===== src/rtl/input_tile_fetcher_if.sv =====
// Tile request bus between the input-transform data controller (master)
// and the input tile fetcher (slave).
//
// Signals:
//   fmap_length_i / fmap_width_i   feature-map extent (rows / columns)
//   input_addr_{x,y}_i_{1,2}       origins of the two requested tiles
//   input_request_i                fetch request level from the controller
//   input_data_o_{1,2}             6x6 tiles of signed DATA_W-bit pixels, [row][col]
//   input_valid_o                  one-cycle pulse: both tiles are complete
interface input_tile_fetcher_if #(
    parameter int DATA_W = 16
);
    logic [15:0]                          fmap_length_i;
    logic [15:0]                          fmap_width_i;
    logic [15:0]                          input_addr_x_i_1;
    logic [15:0]                          input_addr_y_i_1;
    logic [15:0]                          input_addr_x_i_2;
    logic [15:0]                          input_addr_y_i_2;
    logic                                 input_request_i;
    logic signed [5:0][5:0][DATA_W-1:0]   input_data_o_1;
    logic signed [5:0][5:0][DATA_W-1:0]   input_data_o_2;
    logic                                 input_valid_o;

    modport master (
        output fmap_length_i, fmap_width_i,
        output input_addr_x_i_1, input_addr_y_i_1,
        output input_addr_x_i_2, input_addr_y_i_2,
        output input_request_i,
        input  input_data_o_1, input_data_o_2, input_valid_o
    );

    modport slave (
        input  fmap_length_i, fmap_width_i,
        input  input_addr_x_i_1, input_addr_y_i_1,
        input  input_addr_x_i_2, input_addr_y_i_2,
        input  input_request_i,
        output input_data_o_1, input_data_o_2, input_valid_o
    );
endinterface


===== src/rtl/input_tile_fetcher.sv =====
// Input tile fetcher: on a request, latches two tile origins and the map
// extent, reads 2x6 rows of 6 pixels from the feature-map SRAM through one
// read port, zero-pads pixels outside the map, and pulses valid once both
// 6x6 tiles are complete (cycle 14 after the request is sampled).
//
// Ports:
//   clk          clock, rising edge
//   reset        synchronous, active-low reset
//   ctrl         tile request bus (slave side)
//   mem_ren_o    SRAM read enable
//   mem_row_o    SRAM row index
//   mem_col_o    SRAM start column
//   mem_rdata_i  6 pixels of the addressed row, column offset c in slice c;
//                returned one cycle after mem_ren_o
module input_tile_fetcher #(
    parameter int DATA_W = 16,
    parameter int TILE   = 6
) (
    input  logic                   clk,
    input  logic                   reset,
    input_tile_fetcher_if.slave    ctrl,
    output logic                   mem_ren_o,
    output logic [15:0]            mem_row_o,
    output logic [15:0]            mem_col_o,
    input  logic [TILE*DATA_W-1:0] mem_rdata_i
);
    localparam logic [3:0] LAST_READ = 4'(2 * TILE - 1);

    typedef enum logic [2:0] {
        S_IDLE,
        S_ISSUE,
        S_DRAIN,
        S_VALID,
        S_HOLD
    } state_t;

    state_t      state_q;
    logic [15:0] x1_q, y1_q, x2_q, y2_q, len_q, wid_q;
    logic [3:0]  n_q;

    // Registered SRAM request and the row slot it belongs to. A slot exists
    // for every row, even when no read is issued, so padding rows follow
    // the same timing as real rows.
    logic        mem_ren_q;
    logic [15:0] mem_row_q, mem_col_q;
    logic        slot_q, slot_tile_q;
    logic [2:0]  slot_row_q;

    // Tag of the slot whose data arrives in the current cycle.
    logic        tag_vld_q, tag_tile_q, tag_ren_q;
    logic [2:0]  tag_row_q;

    logic        valid_q;
    logic [TILE-1:0][TILE-1:0][DATA_W-1:0] tile1_q, tile2_q;

    // ------------------------------------------------------------------
    // Next read plan. In IDLE it describes read 0 straight from the bus
    // inputs (the latch happens on the same edge); in ISSUE it describes
    // read n+1 from the latched values.
    // ------------------------------------------------------------------
    logic [3:0]  plan_n;
    logic        plan_tile;
    logic [2:0]  plan_r;
    logic [15:0] plan_x, plan_y, plan_len, plan_wid;
    logic [16:0] plan_sum;
    logic        plan_ren;

    always_comb begin
        plan_n    = (state_q == S_IDLE) ? 4'd0 : n_q + 4'd1;
        plan_tile = (plan_n >= 4'(TILE));
        plan_r    = plan_tile ? 3'(plan_n - 4'(TILE)) : plan_n[2:0];
        if (state_q == S_IDLE) begin
            plan_x   = ctrl.input_addr_x_i_1;
            plan_y   = ctrl.input_addr_y_i_1;
            plan_len = ctrl.fmap_length_i;
            plan_wid = ctrl.fmap_width_i;
        end else begin
            plan_x   = plan_tile ? x2_q : x1_q;
            plan_y   = plan_tile ? y2_q : y1_q;
            plan_len = len_q;
            plan_wid = wid_q;
        end
        // 17-bit sum: an origin near 0xFFFF must not wrap back into range.
        plan_sum = {1'b0, plan_y} + 17'(plan_r);
        plan_ren = (plan_sum < {1'b0, plan_len}) && (plan_wid != 16'd0);
    end

    // ------------------------------------------------------------------
    // Control FSM with registered outputs
    // ------------------------------------------------------------------
    always_ff @(posedge clk) begin
        if (!reset) begin
            state_q     <= S_IDLE;
            x1_q        <= '0;
            y1_q        <= '0;
            x2_q        <= '0;
            y2_q        <= '0;
            len_q       <= '0;
            wid_q       <= '0;
            n_q         <= '0;
            mem_ren_q   <= 1'b0;
            mem_row_q   <= '0;
            mem_col_q   <= '0;
            slot_q      <= 1'b0;
            slot_tile_q <= 1'b0;
            slot_row_q  <= '0;
            tag_vld_q   <= 1'b0;
            tag_tile_q  <= 1'b0;
            tag_row_q   <= '0;
            tag_ren_q   <= 1'b0;
            valid_q     <= 1'b0;
        end else begin
            tag_vld_q  <= slot_q;
            tag_tile_q <= slot_tile_q;
            tag_row_q  <= slot_row_q;
            tag_ren_q  <= mem_ren_q;
            valid_q    <= 1'b0;

            case (state_q)
                S_IDLE: begin
                    if (ctrl.input_request_i) begin
                        x1_q        <= ctrl.input_addr_x_i_1;
                        y1_q        <= ctrl.input_addr_y_i_1;
                        x2_q        <= ctrl.input_addr_x_i_2;
                        y2_q        <= ctrl.input_addr_y_i_2;
                        len_q       <= ctrl.fmap_length_i;
                        wid_q       <= ctrl.fmap_width_i;
                        n_q         <= 4'd0;
                        slot_q      <= 1'b1;
                        slot_tile_q <= plan_tile;
                        slot_row_q  <= plan_r;
                        mem_ren_q   <= plan_ren;
                        mem_row_q   <= plan_sum[15:0];
                        mem_col_q   <= plan_x;
                        state_q     <= S_ISSUE;
                    end
                end
                S_ISSUE: begin
                    if (n_q == LAST_READ) begin
                        slot_q    <= 1'b0;
                        mem_ren_q <= 1'b0;
                        state_q   <= S_DRAIN;
                    end else begin
                        n_q         <= n_q + 4'd1;
                        slot_tile_q <= plan_tile;
                        slot_row_q  <= plan_r;
                        mem_ren_q   <= plan_ren;
                        mem_row_q   <= plan_sum[15:0];
                        mem_col_q   <= plan_x;
                    end
                end
                S_DRAIN: begin
                    valid_q <= 1'b1;
                    state_q <= S_VALID;
                end
                S_VALID: begin
                    state_q <= S_HOLD;
                end
                S_HOLD: begin
                    // Request must drop before another fetch may start.
                    if (!ctrl.input_request_i) begin
                        state_q <= S_IDLE;
                    end
                end
                default: state_q <= S_IDLE;
            endcase
        end
    end

    // ------------------------------------------------------------------
    // Row capture with column padding
    // ------------------------------------------------------------------
    logic [15:0]                   tag_x;
    logic [TILE-1:0][DATA_W-1:0]   row_pix;

    assign tag_x = tag_tile_q ? x2_q : x1_q;

    genvar gi;
    generate
        for (gi = 0; gi < TILE; gi++) begin : g_col
            logic [16:0] col_sum;
            assign col_sum     = {1'b0, tag_x} + 17'(gi);
            // Rows with no read carry no SRAM data, so they are zero too.
            assign row_pix[gi] = (tag_ren_q && (col_sum < {1'b0, wid_q}))
                               ? mem_rdata_i[DATA_W*gi +: DATA_W] : '0;
        end
    endgenerate

    always_ff @(posedge clk) begin
        if (!reset) begin
            tile1_q <= '0;
            tile2_q <= '0;
        end else if (tag_vld_q) begin
            if (tag_tile_q) begin
                tile2_q[tag_row_q] <= row_pix;
            end else begin
                tile1_q[tag_row_q] <= row_pix;
            end
        end
    end

    assign mem_ren_o           = mem_ren_q;
    assign mem_row_o           = mem_row_q;
    assign mem_col_o           = mem_col_q;
    assign ctrl.input_valid_o  = valid_q;
    assign ctrl.input_data_o_1 = tile1_q;
    assign ctrl.input_data_o_2 = tile2_q;

endmodule


===== src/flat_wrapper.sv =====
// flat-port wrapper written by rule: the top's interface ports become plain ports
module input_tile_fetcher_flat 
#(
    parameter int DATA_W = 16,
    parameter int TILE   = 6
)
  (clk, reset, mem_ren_o, mem_row_o, mem_col_o, mem_rdata_i, ctrl_fmap_length_i, ctrl_fmap_width_i, ctrl_input_addr_x_i_1, ctrl_input_addr_y_i_1, ctrl_input_addr_x_i_2, ctrl_input_addr_y_i_2, ctrl_input_request_i, ctrl_input_data_o_1, ctrl_input_data_o_2, ctrl_input_valid_o);
  input_tile_fetcher_if #(.DATA_W(DATA_W)) ctrl_i ();
  input  logic clk;
  input  logic reset;
  output logic mem_ren_o;
  output logic [15:0] mem_row_o;
  output logic [15:0] mem_col_o;
  input  logic [TILE*DATA_W-1:0] mem_rdata_i;
  input wire logic [$bits(ctrl_i.fmap_length_i)-1:0] ctrl_fmap_length_i;
  input wire logic [$bits(ctrl_i.fmap_width_i)-1:0] ctrl_fmap_width_i;
  input wire logic [$bits(ctrl_i.input_addr_x_i_1)-1:0] ctrl_input_addr_x_i_1;
  input wire logic [$bits(ctrl_i.input_addr_y_i_1)-1:0] ctrl_input_addr_y_i_1;
  input wire logic [$bits(ctrl_i.input_addr_x_i_2)-1:0] ctrl_input_addr_x_i_2;
  input wire logic [$bits(ctrl_i.input_addr_y_i_2)-1:0] ctrl_input_addr_y_i_2;
  input wire logic [$bits(ctrl_i.input_request_i)-1:0] ctrl_input_request_i;
  output wire logic [$bits(ctrl_i.input_data_o_1)-1:0] ctrl_input_data_o_1;
  output wire logic [$bits(ctrl_i.input_data_o_2)-1:0] ctrl_input_data_o_2;
  output wire logic [$bits(ctrl_i.input_valid_o)-1:0] ctrl_input_valid_o;
  assign ctrl_i.fmap_length_i = ctrl_fmap_length_i;
  assign ctrl_i.fmap_width_i = ctrl_fmap_width_i;
  assign ctrl_i.input_addr_x_i_1 = ctrl_input_addr_x_i_1;
  assign ctrl_i.input_addr_y_i_1 = ctrl_input_addr_y_i_1;
  assign ctrl_i.input_addr_x_i_2 = ctrl_input_addr_x_i_2;
  assign ctrl_i.input_addr_y_i_2 = ctrl_input_addr_y_i_2;
  assign ctrl_i.input_request_i = ctrl_input_request_i;
  assign ctrl_input_data_o_1 = ctrl_i.input_data_o_1;
  assign ctrl_input_data_o_2 = ctrl_i.input_data_o_2;
  assign ctrl_input_valid_o = ctrl_i.input_valid_o;
  input_tile_fetcher #(.DATA_W(DATA_W), .TILE(TILE)) u_core (.clk(clk), .reset(reset), .ctrl(ctrl_i), .mem_ren_o(mem_ren_o), .mem_row_o(mem_row_o), .mem_col_o(mem_col_o), .mem_rdata_i(mem_rdata_i));
endmodule

===== config.mk =====
export PLATFORM = sky130hd
export DESIGN_NAME = input_tile_fetcher_flat
export DESIGN_NICKNAME = d
export VERILOG_FILES = /design/src/rtl/input_tile_fetcher_if.sv /design/src/rtl/input_tile_fetcher.sv /design/src/flat_wrapper.sv
export SDC_FILE = /design/constraint.sdc
export NUM_CORES = 2
export LEC_CHECK = 0
export BUFFER_PORTS_ARGS = -buffer_cell sky130_fd_sc_hd__buf_2
export CAP_MARGIN = 20
export CORE_AREA = 2 2 541 543
export DETAILED_ROUTE_END_ITERATION = 7
export DIE_AREA = 0 0 543 545
export PLACE_DENSITY = 0.41
export SLEW_MARGIN = 20
export SYNTH_ARGS = -nofsm -noshare
export SYNTH_HDL_FRONTEND = slang
export SYNTH_SLANG_ARGS = --single-unit

===== constraint.sdc =====
create_clock -name clk -period 11.8 [get_ports clk]
set_input_delay 2.36 -clock clk [delete_from_list [all_inputs] [get_ports clk]]
set_output_delay 2.36 -clock clk [all_outputs]
set_load 0.005 [all_outputs]

==> results.sh <==
export IMPL_multiInputGateArea_um2=18400
export IMPL_rows=198
export IMPL_start_util_pct=15.8
export IMPL_path_delay_family="simple AND/OR/NAND/NOR gates"
export IMPL_cts_buffers=156
export IMPL_timing_final_crit_share_pct=51.6
export IMPL_place_ws_ns=5.73
export IMPL_synth_xor_area_share_pct=1.64
export IMPL_crit_path_start_kind="flop"
export IMPL_avgViaCountPerCell=4.11
export IMPL_slew_viol_final=0
export IMPL_port_buffers=1380
export IMPL_r2r_start="u_core.n_q[0]"
export IMPL_r2r_end="u_core.mem_ren_o"
export IMPL_n_fill_cell=32400
export IMPL_netlist_area_um2=45900
export IMPL_synth_yosys_seq_area_share_pct=56.7
export IMPL_die_area_um2=296000
export IMPL_syn_avg_cell_area_um2=8.68
export IMPL_coreArea_um2=290000
export IMPL_fin_crit_ns=6.09
export IMPL_rsz0062_at_grt="false"
export IMPL_setup_slack_ns=5.71
export IMPL_async_reset_ff_share_pct=0
export IMPL_finalHoldViolCount=0
export IMPL_drv_cap=0
export IMPL_syn_to_final_growth_pct=35.8
export IMPL_r2r_cells=20
export IMPL_worstSetupEndpointType="flop"
export IMPL_ys_types=75
export IMPL_grt_first_pass_wirelength_mm=356
export IMPL_hold_path_class="flop to flop"
export IMPL_antenna_found_initial=84
export IMPL_critPathKind="flop to flop"
export IMPL_clkSinkCount=1300
export IMPL_hpwl_mm=201
export IMPL_setup_viol=0
export IMPL_post_cts_buffers=0
export IMPL_worstSetupStartpoint="u_core.n_q[0]"
export IMPL_power_density_nw_per_um2=172
export IMPL_clockBufferDepth=4
export IMPL_synth_fa_ha_area_share_pct=3.12
export IMPL_crit_arrival_ns=6.81
export IMPL_timing_hold_ws_ns=0.444
export IMPL_drtIter0Drc=3360
export IMPL_critPathSlowestCell="dfxtp_1"
export IMPL_worst_pin_slew_ns=1.13
export IMPL_critPathMaxFanout=41
export IMPL_syn_num_nets=5597
export IMPL_ant_nets=0
export IMPL_synth_top_family_by_area="simple AND/OR/NAND/NOR gates"
export IMPL_io_pins=1381
export IMPL_seqCellArea_um2=26000
export IMPL_post_cts_resize_count=0
export IMPL_critPathBufInv=2
export IMPL_finClkSkew_ns=0.103
export IMPL_clk_latency_ns=0.86
export IMPL_dieWidth_um=543
export IMPL_gp_congestion=0.817
export IMPL_syn_instance_count=5288
export IMPL_routed_wirelength_mm=269
export IMPL_synth_edf_count=0
export IMPL_die_h_um=545
export IMPL_grt_max_degree=82
export IMPL_cpPeakStageDelay_ns=0.51
export IMPL_max_freq_mhz=164
export IMPL_grt_total_usage_pct=17.3
export IMPL_cts_max_level=4
export IMPL_cts_tree="built"
export IMPL_cts_hold_buffers=0
export IMPL_clk_pin_slew_ns=0.07
export IMPL_regToRegSetupSlack_ns=5.71
export IMPL_synth_compound_area_share_pct=16.9
export IMPL_p_leak_nw=26.1
export IMPL_drc=0
export IMPL_nets=6818
export IMPL_grt_overflow=0
export IMPL_synth_main_ff_cell="dfxtp_1"
export IMPL_peakVddDrop_v=0.000106
export IMPL_synthSimpleGateAreaFrac_pct=17.0
export IMPL_drive_gt1_share_pct=27.6
export IMPL_cp_required_ns=12.52
export IMPL_post_drt_wl_per_cell_um=25.5
export IMPL_drtPass1Iterations=5
export IMPL_critPathCapture="u_core.mem_ren_o"
export IMPL_clockRootBuffer="clkbuf_16"
export IMPL_synth_seq_cells=1300
export IMPL_path_cells="ha_1 -> nand3b_1 -> and2_4 -> nand2_1 -> buf_4 -> mux2i_1 -> o21ai_0 -> ha_1 -> inv_1 -> fa_1 -> o21ai_1 -> nor4b_2 -> xor2_1 -> ha_1 -> a21o_1 -> a2111oi_0 -> o21ai_0 -> nor3_1 -> o41ai_1 -> o22ai_1"
export IMPL_crit_path_frequent_cell="ha_1"
export IMPL_setup_tns_ns=0
export IMPL_yosys_warnings=0
export IMPL_finalPower_mw=10.7
export IMPL_max_slew_margin_pct=24.2
export IMPL_worstSetupPathDepth=20
export IMPL_status="completed"
export IMPL_vias=43400
export IMPL_muxShareOfSynthArea_pct=0.831
export IMPL_grt_pass1_vias=41500
==> per-stage QoR <==
step	cells	util, %	area (µm²)
floorplan	5288	-	45900
global placement	10200	19.6	56900
detailed placement	10200	19.6	57000
CTS	10500	21.4	62200
global route	10500	21.5	62300
finish	10600	21.5	62300
==> cell type report <==
class                           instances  area share [%]
Multi-Input combinational cell       3552            29.5
Clock buffer                          224            7.22
Antenna cell                           36           0.145
Sequential cell                      1300            41.7
Inverter                               44           0.269
Timing Repair Buffer                 1455            12.1
Clock inverter                         52            1.18
Tap cell                             3900            7.83
==> where the power goes <==
part           internal [mW]  switching [mW]
combinational          0.327           0.857
sequential              4.46          0.0641
clock                   2.94            2.07
==> worst register-to-register path, cell delays in order (launching register included) <==
cell and delay (ns):
dfxtp_1 0.51, ha_1 0.40, nand3b_1 0.19, and2_4 0.50
nand2_1 0.40, buf_4 0.32, mux2i_1 0.14, o21ai_0 0.21
ha_1 0.22, inv_1 0.06, fa_1 0.42, o21ai_1 0.49
nor4b_2 0.39, xor2_1 0.28, ha_1 0.30, a21o_1 0.16
a2111oi_0 0.39, o21ai_0 0.15, nor3_1 0.24, o41ai_1 0.13
o22ai_1 0.13
==> layer usage <==
layer	up-vias	GRT usage [%]	wire [µm]
met1	21000	21.2	112000
met5	-	0	276
met3	401	4.60	21400
met4	42	5.88	9040
met2	1812	29.1	126000
li1	20200	-	-
==> cell usage after synthesis, types with 19 or more instances <==
cell / count / area (µm²)
nor3_1: 20 / 100
o21ai_0: 1139 / 5700
a311oi_1: 19 / 166
nand4_1: 31 / 194
nor2_1: 103 / 387
nand3_1: 65 / 325
mux2i_1: 32 / 320
inv_1: 34 / 128
o21ai_1: 48 / 240
ha_1: 113 / 1410
dfxtp_1: 1300 / 26000
clkbuf_1: 349 / 1310
xnor2_1: 78 / 683
nand2_1: 1519 / 5700
a21oi_1: 149 / 746
nand3_2: 39 / 390
==> worst min path at each step <==
stage,depth (start not counted),slack [ns],endpoint,from
detailed placement,2,0.44,u_core.ctrl.input_data_o_1[222],u_core.ctrl.input_data_o_1[222]
finish,2,0.44,u_core.ctrl.input_data_o_1[256],u_core.ctrl.input_data_o_1[256]
global placement,2,0.43,u_core.ctrl.input_data_o_1[64],u_core.ctrl.input_data_o_1[64]
CTS,2,0.45,u_core.ctrl.input_data_o_1[152],u_core.ctrl.input_data_o_1[152]
global route,2,0.46,u_core.ctrl.input_data_o_1[185],u_core.ctrl.input_data_o_1[185]
floorplan,1,0.42,u_core.tag_vld_q,u_core.slot_q
==> cells by family after synthesis <==
kind of cell               count (synthesis)
xor gates and xnor gates                  85
DFF                                     1300
buffers and inverters                    436
and+or+nand+nor                         1866
adders and majority gates                114
muxes                                     36
AOI/OAI and AO/OA                       1451
==> layout by cell type, fill, tap and decap left out, drive strengths merged, types with 4 or more instances in the layout <==
| cell | count |
|---|---|
| or3 | 5 |
| o21ba | 9 |
| nand4 | 32 |
| nor3 | 26 |
| xor2 | 6 |
| a21o | 17 |
| inv | 51 |
| clkbuf | 224 |
| bufinv | 12 |
| a21oi | 149 |
| nor4 | 15 |
| nand2b | 12 |
| a31oi | 15 |
| and4 | 5 |
| nand3b | 5 |
| o2111ai | 5 |
| xnor2 | 79 |
| nor2 | 103 |
| nand2 | 1519 |
| diode | 36 |
| o21ai | 1187 |
| mux2i | 35 |
| o21a | 11 |
| a21boi | 5 |
| and3 | 6 |
| clkinv | 30 |
| buf | 1455 |
| and2 | 10 |
| nor2b | 13 |
| a21bo | 12 |
| ha | 113 |
| o211a | 4 |
| a311oi | 19 |
| dfxtp | 1300 |
| nand3 | 104 |
Note: power is estimated with default switching activity, not from simulation.
